**config.mk**
```make
export PLATFORM = sky130hd
export DESIGN_NAME = fpu_addsub_sched_flat
export DESIGN_NICKNAME = d
export VERILOG_FILES = /design/src/rtl/fpu_ctrl_pkg.sv /design/src/rtl/fpu_addsub_sched_if.sv /design/src/rtl/fpu_addsub_sched_rr_arbiter.sv /design/src/rtl/fpu_addsub_sched.sv /design/src/flat_wrapper.sv
export SDC_FILE = /design/constraint.sdc
export NUM_CORES = 1
export LEC_CHECK = 0
export CAP_MARGIN = 20
export CORE_AREA = 4 4 161 163
export DETAILED_ROUTE_END_ITERATION = 8
export DIE_AREA = 0 0 165 167
export PLACE_DENSITY = 0.66
export SKIP_LAST_GASP = 1
export SLEW_MARGIN = 10
export SYNTH_ARGS = -nofsm -noshare
export SYNTH_HDL_FRONTEND = slang
export SYNTH_SLANG_ARGS = --single-unit
```
**constraint.sdc**
```tcl
create_clock -name clock -period 5.23 [get_ports clock]
set_input_delay 1.046 -clock clock [delete_from_list [all_inputs] [get_ports clock]]
set_output_delay 1.046 -clock clock [all_outputs]
set_load 0.01 [all_outputs]
```
**src/rtl/fpu_ctrl_pkg.sv**
```systemverilog
// Shared types and constants for the FP32 add/sub scheduler slice.
package fpu_ctrl_pkg;

    localparam int FP32_W = 32;

    localparam logic OP_ADD = 1'b0;
    localparam logic OP_SUB = 1'b1;

    typedef enum logic [1:0] {
        IDLE  = 2'd0,
        ISSUE = 2'd1,
        WAIT  = 2'd2,
        DONE  = 2'd3
    } sched_state_e;

endpackage

```
**src/rtl/fpu_addsub_sched_if.sv**
```systemverilog
// Connection between the scheduler and the single shared FP32 add/sub unit.
interface fpu_addsub_sched_if;
    import fpu_ctrl_pkg::*;

    logic              fpu_start;
    logic              fpu_op;
    logic [FP32_W-1:0] fpu_a;
    logic [FP32_W-1:0] fpu_b;
    logic              fpu_busy;
    logic              fpu_ready;
    logic [FP32_W-1:0] fpu_data;

    modport master (
        output fpu_start, fpu_op, fpu_a, fpu_b,
        input  fpu_busy, fpu_ready, fpu_data
    );

    modport slave (
        input  fpu_start, fpu_op, fpu_a, fpu_b,
        output fpu_busy, fpu_ready, fpu_data
    );

endinterface

```
**src/rtl/fpu_addsub_sched_rr_arbiter.sv**
```systemverilog
// Combinational round-robin pick: first active request at or above the pointer, wrapping.
module rr_arbiter #(
    parameter int N_REQ = 4,
    parameter int IDX_W = $clog2(N_REQ)
) (
    input  logic [N_REQ-1:0] req,
    input  logic [IDX_W-1:0] ptr,
    output logic [IDX_W-1:0] grant_idx,
    output logic             any_valid
);

    logic [IDX_W-1:0] probe;

    always_comb begin
        grant_idx = '0;
        any_valid = 1'b0;
        probe     = ptr;
        for (int k = 0; k < N_REQ; k++) begin
            if (!any_valid && req[probe]) begin
                any_valid = 1'b1;
                grant_idx = probe;
            end
            probe = (probe == IDX_W'(N_REQ - 1)) ? '0 : probe + 1'b1;
        end
    end

endmodule

```
**src/rtl/fpu_addsub_sched.sv**
```systemverilog
// Round-robin scheduler sharing one FP32 add/sub unit among N_REQ requesters, with abort watchdog.
module fpu_addsub_sched
    import fpu_ctrl_pkg::*;
#(
    parameter int N_REQ       = 4,
    parameter int TIMEOUT_CYC = 32,
    parameter int IDX_W       = $clog2(N_REQ)
) (
    input  logic                    clock,
    input  logic                    reset,
    input  logic [N_REQ-1:0]        req_valid,
    input  logic [N_REQ-1:0]        req_op,
    input  logic [FP32_W*N_REQ-1:0] req_a,
    input  logic [FP32_W*N_REQ-1:0] req_b,
    output logic [N_REQ-1:0]        req_ack,
    output logic                    rsp_valid,
    output logic [IDX_W-1:0]        rsp_id,
    output logic [FP32_W-1:0]       rsp_data,
    output logic                    rsp_err,
    output logic                    sched_busy,
    output logic [7:0]              timeout_cnt,
    fpu_addsub_sched_if.master      fpu
);

    localparam int WD_W = $clog2(TIMEOUT_CYC);

    logic [N_REQ-1:0][FP32_W-1:0] req_a_arr;
    logic [N_REQ-1:0][FP32_W-1:0] req_b_arr;
    logic [IDX_W-1:0]             grant_idx;
    logic                         any_valid;
    logic                         unused_busy;

    sched_state_e      state_q, state_d;
    logic [IDX_W-1:0]  ptr_q, ptr_d, idx_q, idx_d, rsp_id_q, rsp_id_d;
    logic              op_q, op_d, fpu_start_q, fpu_start_d;
    logic [FP32_W-1:0] a_q, a_d, b_q, b_d, rsp_data_q, rsp_data_d;
    logic [WD_W-1:0]   wd_q, wd_d;
    logic [N_REQ-1:0]  req_ack_q, req_ack_d;
    logic              rsp_valid_q, rsp_valid_d, rsp_err_q, rsp_err_d;
    logic              sched_busy_q, sched_busy_d;
    logic [7:0]        timeout_cnt_q, timeout_cnt_d;

    assign req_a_arr   = req_a;
    assign req_b_arr   = req_b;
    assign unused_busy = fpu.fpu_busy;

    rr_arbiter #(.N_REQ(N_REQ), .IDX_W(IDX_W)) u_arb (
        .req       (req_valid),
        .ptr       (ptr_q),
        .grant_idx (grant_idx),
        .any_valid (any_valid)
    );

    // Holding regs drive the unit directly so its operands stay frozen until the result returns.
    always_comb begin
        state_d       = state_q;
        ptr_d         = ptr_q;
        idx_d         = idx_q;
        op_d          = op_q;
        a_d           = a_q;
        b_d           = b_q;
        wd_d          = wd_q;
        req_ack_d     = '0;
        fpu_start_d   = 1'b0;
        rsp_valid_d   = 1'b0;
        rsp_id_d      = rsp_id_q;
        rsp_data_d    = rsp_data_q;
        rsp_err_d     = rsp_err_q;
        timeout_cnt_d = timeout_cnt_q;
        case (state_q)
            IDLE: begin
                if (any_valid) begin
                    idx_d                = grant_idx;
                    op_d                 = req_op[grant_idx];
                    a_d                  = req_a_arr[grant_idx];
                    b_d                  = req_b_arr[grant_idx];
                    req_ack_d[grant_idx] = 1'b1;
                    fpu_start_d          = 1'b1;
                    state_d              = ISSUE;
                end
            end
            ISSUE: begin
                wd_d    = '0;
                state_d = WAIT;
            end
            WAIT: begin
                if (fpu.fpu_ready) begin
                    rsp_data_d  = fpu.fpu_data;
                    rsp_err_d   = 1'b0;
                    rsp_id_d    = idx_q;
                    rsp_valid_d = 1'b1;
                    state_d     = DONE;
                end else if (wd_q == WD_W'(TIMEOUT_CYC - 1)) begin
                    rsp_data_d  = '0;
                    rsp_err_d   = 1'b1;
                    rsp_id_d    = idx_q;
                    rsp_valid_d = 1'b1;
                    state_d     = DONE;
                    if (timeout_cnt_q != 8'hFF) begin
                        timeout_cnt_d = timeout_cnt_q + 8'd1;
                    end
                end else begin
                    wd_d = wd_q + 1'b1;
                end
            end
            DONE: begin
                ptr_d   = (idx_q == IDX_W'(N_REQ - 1)) ? '0 : idx_q + 1'b1;
                state_d = IDLE;
            end
            default: state_d = IDLE;
        endcase
        sched_busy_d = (state_d != IDLE);
    end

    always_ff @(posedge clock or posedge reset) begin
        if (reset) begin
            state_q       <= IDLE;
            ptr_q         <= '0;
            idx_q         <= '0;
            op_q          <= 1'b0;
            a_q           <= '0;
            b_q           <= '0;
            wd_q          <= '0;
            req_ack_q     <= '0;
            fpu_start_q   <= 1'b0;
            rsp_valid_q   <= 1'b0;
            rsp_id_q      <= '0;
            rsp_data_q    <= '0;
            rsp_err_q     <= 1'b0;
            sched_busy_q  <= 1'b0;
            timeout_cnt_q <= '0;
        end else begin
            state_q       <= state_d;
            ptr_q         <= ptr_d;
            idx_q         <= idx_d;
            op_q          <= op_d;
            a_q           <= a_d;
            b_q           <= b_d;
            wd_q          <= wd_d;
            req_ack_q     <= req_ack_d;
            fpu_start_q   <= fpu_start_d;
            rsp_valid_q   <= rsp_valid_d;
            rsp_id_q      <= rsp_id_d;
            rsp_data_q    <= rsp_data_d;
            rsp_err_q     <= rsp_err_d;
            sched_busy_q  <= sched_busy_d;
            timeout_cnt_q <= timeout_cnt_d;
        end
    end

    assign req_ack       = req_ack_q;
    assign rsp_valid     = rsp_valid_q;
    assign rsp_id        = rsp_id_q;
    assign rsp_data      = rsp_data_q;
    assign rsp_err       = rsp_err_q;
    assign sched_busy    = sched_busy_q;
    assign timeout_cnt   = timeout_cnt_q;
    assign fpu.fpu_start = fpu_start_q;
    assign fpu.fpu_op    = op_q;
    assign fpu.fpu_a     = a_q;
    assign fpu.fpu_b     = b_q;

endmodule

```
**src/flat_wrapper.sv**
```systemverilog
// flat-port wrapper written by rule: the top's interface ports become plain ports
module fpu_addsub_sched_flat import fpu_ctrl_pkg::*;
#(
    parameter int N_REQ       = 4,
    parameter int TIMEOUT_CYC = 32,
    parameter int IDX_W       = $clog2(N_REQ)
)
  (clock, reset, req_valid, req_op, req_a, req_b, req_ack, rsp_valid, rsp_id, rsp_data, rsp_err, sched_busy, timeout_cnt, fpu_fpu_start, fpu_fpu_op, fpu_fpu_a, fpu_fpu_b, fpu_fpu_busy, fpu_fpu_ready, fpu_fpu_data);
  fpu_addsub_sched_if fpu_i ();
  input  logic clock;
  input  logic reset;
  input  logic [N_REQ-1:0] req_valid;
  input  logic [N_REQ-1:0] req_op;
  input  logic [FP32_W*N_REQ-1:0] req_a;
  input  logic [FP32_W*N_REQ-1:0] req_b;
  output logic [N_REQ-1:0] req_ack;
  output logic rsp_valid;
  output logic [IDX_W-1:0] rsp_id;
  output logic [FP32_W-1:0] rsp_data;
  output logic rsp_err;
  output logic sched_busy;
  output logic [7:0] timeout_cnt;
  output wire logic [$bits(fpu_i.fpu_start)-1:0] fpu_fpu_start;
  output wire logic [$bits(fpu_i.fpu_op)-1:0] fpu_fpu_op;
  output wire logic [$bits(fpu_i.fpu_a)-1:0] fpu_fpu_a;
  output wire logic [$bits(fpu_i.fpu_b)-1:0] fpu_fpu_b;
  input wire logic [$bits(fpu_i.fpu_busy)-1:0] fpu_fpu_busy;
  input wire logic [$bits(fpu_i.fpu_ready)-1:0] fpu_fpu_ready;
  input wire logic [$bits(fpu_i.fpu_data)-1:0] fpu_fpu_data;
  assign fpu_fpu_start = fpu_i.fpu_start;
  assign fpu_fpu_op = fpu_i.fpu_op;
  assign fpu_fpu_a = fpu_i.fpu_a;
  assign fpu_fpu_b = fpu_i.fpu_b;
  assign fpu_i.fpu_busy = fpu_fpu_busy;
  assign fpu_i.fpu_ready = fpu_fpu_ready;
  assign fpu_i.fpu_data = fpu_fpu_data;
  fpu_addsub_sched #(.N_REQ(N_REQ), .TIMEOUT_CYC(TIMEOUT_CYC), .IDX_W(IDX_W)) u_core (.clock(clock), .reset(reset), .req_valid(req_valid), .req_op(req_op), .req_a(req_a), .req_b(req_b), .req_ack(req_ack), .rsp_valid(rsp_valid), .rsp_id(rsp_id), .rsp_data(rsp_data), .rsp_err(rsp_err), .sched_busy(sched_busy), .timeout_cnt(timeout_cnt), .fpu(fpu_i));
endmodule
```
* Word level (Yosys, flattened, before mapping)
Index checks and enable logic that the tools add are counted.
** Word-level totals
- Memory bits (read-only) :: 0
- Bits of input ports :: 300
- Output and inout bits :: 115
- Bits in latches :: 0
- Register bits :: 126
- Word-level logic and storage cells :: 102
- Memories :: 0
- Bits in writable memories :: 0
** Cells by class
- Equality and inequality tests :: 11
- Muxes and demuxes :: 48
- Reduce and logical (&&, ||, !) cells :: 15
- Shift operators :: 0
- $mul :: 0
- Order comparisons :: 6
- Bitwise gates (word level) :: 1
- Divide/modulo/power cells :: 0
- Add/sub/neg operators :: 6
** Operator list (count)
- binary-select mux 32 bit (select 2 bit) :: 2
- two-way mux 32 bit :: 4
- two-way mux 2 bit :: 13
- two-way mux 1 bit :: 17
- < comparator 2 x 3 -> 1 bit (second input constant) :: 5
- == test 2 bit (second input constant) :: 6
- binary-select mux 1 bit (select 2 bit) :: 5
- two-way mux 5 bit :: 2
- case mux 5 bit (2 select lines) :: 1
- adder 2 x 1 -> 2 bit (second input constant) :: 4
- adder 8 x 1 -> 8 bit (second input constant) :: 1
- two-way mux 4 bit :: 2
- != test 8 bit (second input constant) :: 1
- case mux 2 bit (4 select lines) :: 1
- nonzero test 2 bit :: 3
- adder 5 x 1 -> 5 bit (second input constant) :: 1
- == test 5 bit (second input constant) :: 1
- logical AND 1 bit :: 4
- != test 2 bit (second input constant) :: 2
- AND reduction 2 bit :: 2
- AND reduction 4 bit :: 1
- logical NOT 1 bit :: 3
- AND reduction 3 bit :: 1
- demux 1 bit (select 2 bit) :: 1
- other kinds (4) :: 4

* Longest topological paths before layout
- Depth in word-level cells :: 18
- Gate-level depth with buffers :: 11
- Gate-level depth less buffers :: 8

* By module
Synthesis repeated with hierarchy kept, for this count alone.
** Unflattened totals
- Cell total of the unflattened synthesis :: 441
- Area, all modules :: 6683.9 µm²
** By module, submodules not included
- fpu_addsub_sched :: cells an instance 403, area an instance 6412.4 µm², times used 1, sequential area each 3153.0 µm²
- rr_arbiter :: cells an instance 38, area an instance 271.5 µm², times used 1, sequential area each 0.0 µm²

* Worst setup path before layout
OpenSTA, ideal clock, no wires.
- Path kind :: input-to-reg
- Start :: in req_valid[0]
- End :: reg u_core.a_q[0], in the netlist u_core.fpu.fpu_a[0]
- Required time :: 5.099 ns
- Path slack :: 2.553 ns
- Arrival time :: 2.547 ns
- Path buffers :: 2
- Stages on the path :: 8
- Setup time :: 0.131 ns
- Cell sequence :: mux2_4 > o31a_1 > o221a_1 > buf_6 > buf_6 > mux2_4 > mux2i_1 > mux2i_1
** Between the ends
- Word-level cells in the longest chain between the ends :: 14
- Elaborated cells between the ends (all ways) :: 25
- Classes of those cells :: mux (18); reduce/logical (7)
** Ends and longest elaborated chain
- start, declared :: line flat_wrapper.sv:12 : input logic [N_REQ-1:0] req_valid;
- binary-select mux 1 bit (select 2 bit) :: line fpu_addsub_sched_rr_arbiter.sv:19 : if (!any_valid && req[probe]) begin
- two-way mux 1 bit (implied by the code) :: line fpu_addsub_sched_rr_arbiter.sv:19
- two-way mux 1 bit :: line fpu_addsub_sched_rr_arbiter.sv:19
- logical NOT 1 bit :: line fpu_addsub_sched_rr_arbiter.sv:19
- logical AND 1 bit :: line fpu_addsub_sched_rr_arbiter.sv:19
- two-way mux 1 bit :: line fpu_addsub_sched_rr_arbiter.sv:19
- logical NOT 1 bit :: line fpu_addsub_sched_rr_arbiter.sv:19
- logical AND 1 bit :: line fpu_addsub_sched_rr_arbiter.sv:19
- two-way mux 1 bit :: line fpu_addsub_sched_rr_arbiter.sv:19
- logical NOT 1 bit :: line fpu_addsub_sched_rr_arbiter.sv:19
- logical AND 1 bit :: line fpu_addsub_sched_rr_arbiter.sv:19
- two-way mux 2 bit :: line fpu_addsub_sched_rr_arbiter.sv:19
- binary-select mux 32 bit (select 2 bit) :: line fpu_addsub_sched.sv:75 : a_d = req_a_arr[grant_idx];
- two-way mux 32 bit (implied by the code) :: line fpu_addsub_sched.sv:75
- end signal, assigned :: line fpu_addsub_sched.sv:121 : a_q <= '0;
- end signal, assigned :: line fpu_addsub_sched.sv:137 : a_q <= a_d;
- end, declared :: line fpu_addsub_sched.sv:36 : logic [FP32_W-1:0] a_q, a_d, b_q, b_d, rsp_data_q, rsp_data_d;
Parallel ways exist; a longest one is shown, timed or not. The select of a mux whose other input is x is not followed.
A chain may end at the register's enable or synchronous reset.

* Final worst setup path
- Start :: in req_valid[0]
- End :: reg u_core.a_q[20], in the netlist u_core.fpu.fpu_a[20]
The elaborated chain is that of the path after synthesis.

==> out/metrics.csv <==
stage,metric,value,unit
synth,Synth Cell Area,7430,sq um
cts,htree depth,4,
synth,Most used DFF post-synth,dfrtp_1,
sta,Slew @ Worst Pin,0.853,ns
sta,max-slew violation count,0,
run_status,status,finished clean,
synth,Yosys cell types,40,
floorplan,Initial Util,30.6,%
cts,clk_lat worst skew,0.42,ns
routing,uppermost layer routed,met4,
critical_path,worst-path fanout max,33,
sta,Max Fclk,278,MHz
synth,synthesis warning total,0,
finish,synthesis-to-finish area growth,67.6,%
floorplan,Rows,57,
cts,root buffer cell,clkbuf_16,
synth,largest cells by area after synthesis,"dfrtp_1 (42%), mux2i_1 (27%), mux2_4 (13%)",
routing,via/cell ratio,4.60,
routing,detailed-route via count,6058,
finish,Ant. Diodes,0,
critical_path,FF-to-FF path depth,8,
critical_path,CP arrival,3.87,ns
synth,most frequent cell after synthesis,mux2i_1,
place,IO buf count,413,
routing,number of DRC markers in iteration 0,192,
sta,setup TNS,0,ns
routing,Detailed Routing Iterations Pass 1,4,
sta,RSZ-0062 raised after global routing,no,
sta,Rel. slew slack,42.8,%
cts,TritonCTS Buffers,17,
cts,CTS Buffer Depth,2,
sta,final setup fails,0,
place,DP HPWL,18900,um
cts,cts-stage hold buffer count,0,
synth,Post-Synthesis Cells,578,
sta,Final Hold Viols,0,
routing,met1 WL,9760,um
global_route,vias in the first global route,6425,
cts,"Reg clk slew, reported paths",0.06,ns
synth,Syn Area/Cell,12.9,sq um
sta,fin crit share,68.8,%
global_route,antenna violations before repair,0,
routing,DRC Markers,0,
cts,post-CTS setup buffer count,0,
cts,clk sink count,126,
finish,fillers,2215,
routing,Detailed Route WL,24800,um
critical_path,Setup crit start kind,input port,
routing,wire per inst,18.8,um
floorplan,Die ar.,27600,sq um
min_path,Hold Path Stages,2,
min_path,Hold Path Class,reg2reg,
synth,sequential fraction of the synthesis area,42.4,%
synth,synthesized net count,887,
synth,area share of the largest cell type after synthesis,42.4,%
finish,"Net count, final",1288,
synth,Commonest cells post-synth,"mux2i_1 (201), dfrtp_1 (126), mux2_4 (66), a22o_1 (33), buf_2 (19)",
global_route,Tot GR Track Use,17.2,%
pwr,PD cells,579,nW/um^2
routing,WL met2,12600,um
sta,minimum clock period,3.60,ns
synth,most area-hungry cell type in the Yosys netlist,dfrtp_1,
global_route,total gr overflow,0,
finish,layout cell share with drive strength beyond 1,12.2,%
global_route,first-pass GRT wire length,36700,um
critical_path,Setup CP Type,in2reg,
routing,post-route ant nets,0,
global_route,largest net degree at the start of global routing,73,
routing,met3 wire length,2070,um
critical_path,kind of end point of the critical path,flip-flop,
place,gp weighted congestion,0.794,
floorplan,core area,24300,sq um
finish,register area,3150,sq um
synth,number of synthesized register bits,126,
cts,Post-CTS Resized,0,
floorplan,I/O pins,415,
floorplan,Die Y,167,um
job,MaxCap Viol Count,0,
sta,WHS,0.485,ns
critical_path,Worst Path Required,5.50,ns
synth,ys async rst share,100,%
finish,multi-input logic area,4010,sq um
floorplan,Horiz. Die Dim,165,um
sta,Final WS setup,1.63,ns
sta,Final Skew,0.0119,ns
place,"worst slack, placed",1.20,ns
pwr,Worst VDD drop,0.000292,V
cts,CTS tree,yes,
synth,Post-synth EDFFs,0,
pwr,static leakage,0.00542,uW
[stage by stage]
step | utilization, % | power (uW) | area, sq um | std cells
2_1_floorplan | - | 4530 | 7430 | 578
5_1_grt | 51.2 | 7680 | 12500 | 1316
6_report | 51.2 | 7210 | 12500 | 1316
3_5_place_dp | 48.9 | 6100 | 11900 | 1284
4_1_cts | 51.2 | 7310 | 12500 | 1316
3_3_place_gp | 48.7 | 6040 | 11900 | 1283
[sequential cells by signal, summed over array words and instances, names as in the netlist, 4 cells and up]
| register | cells |
|---|---|
| u_core.fpu.fpu_a | 32 |
| u_core.fpu.fpu_b | 32 |
| u_core.req_ack | 4 |
| u_core.rsp_data | 32 |
| u_core.timeout_cnt | 8 |
| u_core.wd_q | 5 |
[path summary, 6_finish.rpt]
check	startpoint	end	slack [ns]
setup / recovery	req_valid[0]	u_core.fpu.fpu_a[20]	1.63
hold / removal	u_core.rsp_id[0]	u_core.rsp_id[0]	0.48
setup reg to reg	u_core.ptr_q[0]	u_core.fpu.fpu_a[20]	1.70
hold reg to reg	u_core.rsp_id[0]	u_core.rsp_id[0]	0.48
max in group asynchronous	reset	u_core.state_q[0]	3.20
min in group asynchronous	reset	u_core.rsp_data[20]	1.11
[critical path, cell delays in order]
cell             delay [ns]
clkdlybuf4s50_1        0.61
and3b_1                0.21
o211ai_1               0.21
o221a_4                0.68
buf_4                  0.50
mux2_4                 0.34
mux2i_1                0.13
mux2i_1                0.08
[routing by layer]
layer  global-route usage, %  up-vias
li1                        -     2921
met1                    20.1     2878
met2                    30.3      238
met3                    5.76       21
met4                    4.20        0
met5                       0        -
[area by class of cell]
type,instances,share of cell area (%)
Sequential cell,126,25.3
Tap cell,324,3.25
Multi-Input combinational cell,403,32.2
Inverter,7,0.251
Timing Repair Buffer,424,34.4
Clock inverter,14,1.18
Clock buffer,18,3.45
[placed cells by master (no fill, tap or decap), types with 2 or more instances in the layout]
| cell | count |
|---|---|
| a21oi_1 | 4 |
| a22o_1 | 33 |
| and2_1 | 3 |
| and3_1 | 4 |
| buf_12 | 4 |
| buf_4 | 6 |
| clkbuf_16 | 17 |
| clkdlybuf4s50_1 | 413 |
| clkinv_4 | 3 |
| clkinvlp_4 | 2 |
| dfrtp_1 | 126 |
| ha_1 | 9 |
| inv_1 | 6 |
| inv_6 | 7 |
| inv_8 | 2 |
| mux2_2 | 5 |
| mux2_4 | 66 |
| mux2i_1 | 201 |
| nand2_1 | 16 |
| nand2b_1 | 2 |
| nand3_1 | 2 |
| nand4_1 | 3 |
| nor2_1 | 12 |
| nor2b_1 | 4 |
| nor3b_1 | 2 |
| o21ai_0 | 10 |
| o22ai_1 | 2 |
| or2_2 | 2 |
| xnor2_1 | 6 |
[report_power, final]
part | internal (uW) | switching [uW] | total (uW)
Sequential | 1440 | 264 | 1700
Clock | 672 | 502 | 1170
Combinational | 2430 | 1900 | 4330
[logic make-up (layout without fill, tap and decap cells)]
family	count (synthesis)	after routing	synth area share [%]
DFF	126	126	42.4
AOI/OAI and AO/OA	62	62	6.47
adders and majority gates	9	9	1.52
buffers and inverters	49	463	4.06
muxes	272	272	41.2
and+or+nand+nor	53	53	3.54
xor gates and xnor gates	7	7	0.825
No activity file was read; power rests on OpenSTA's default activity.
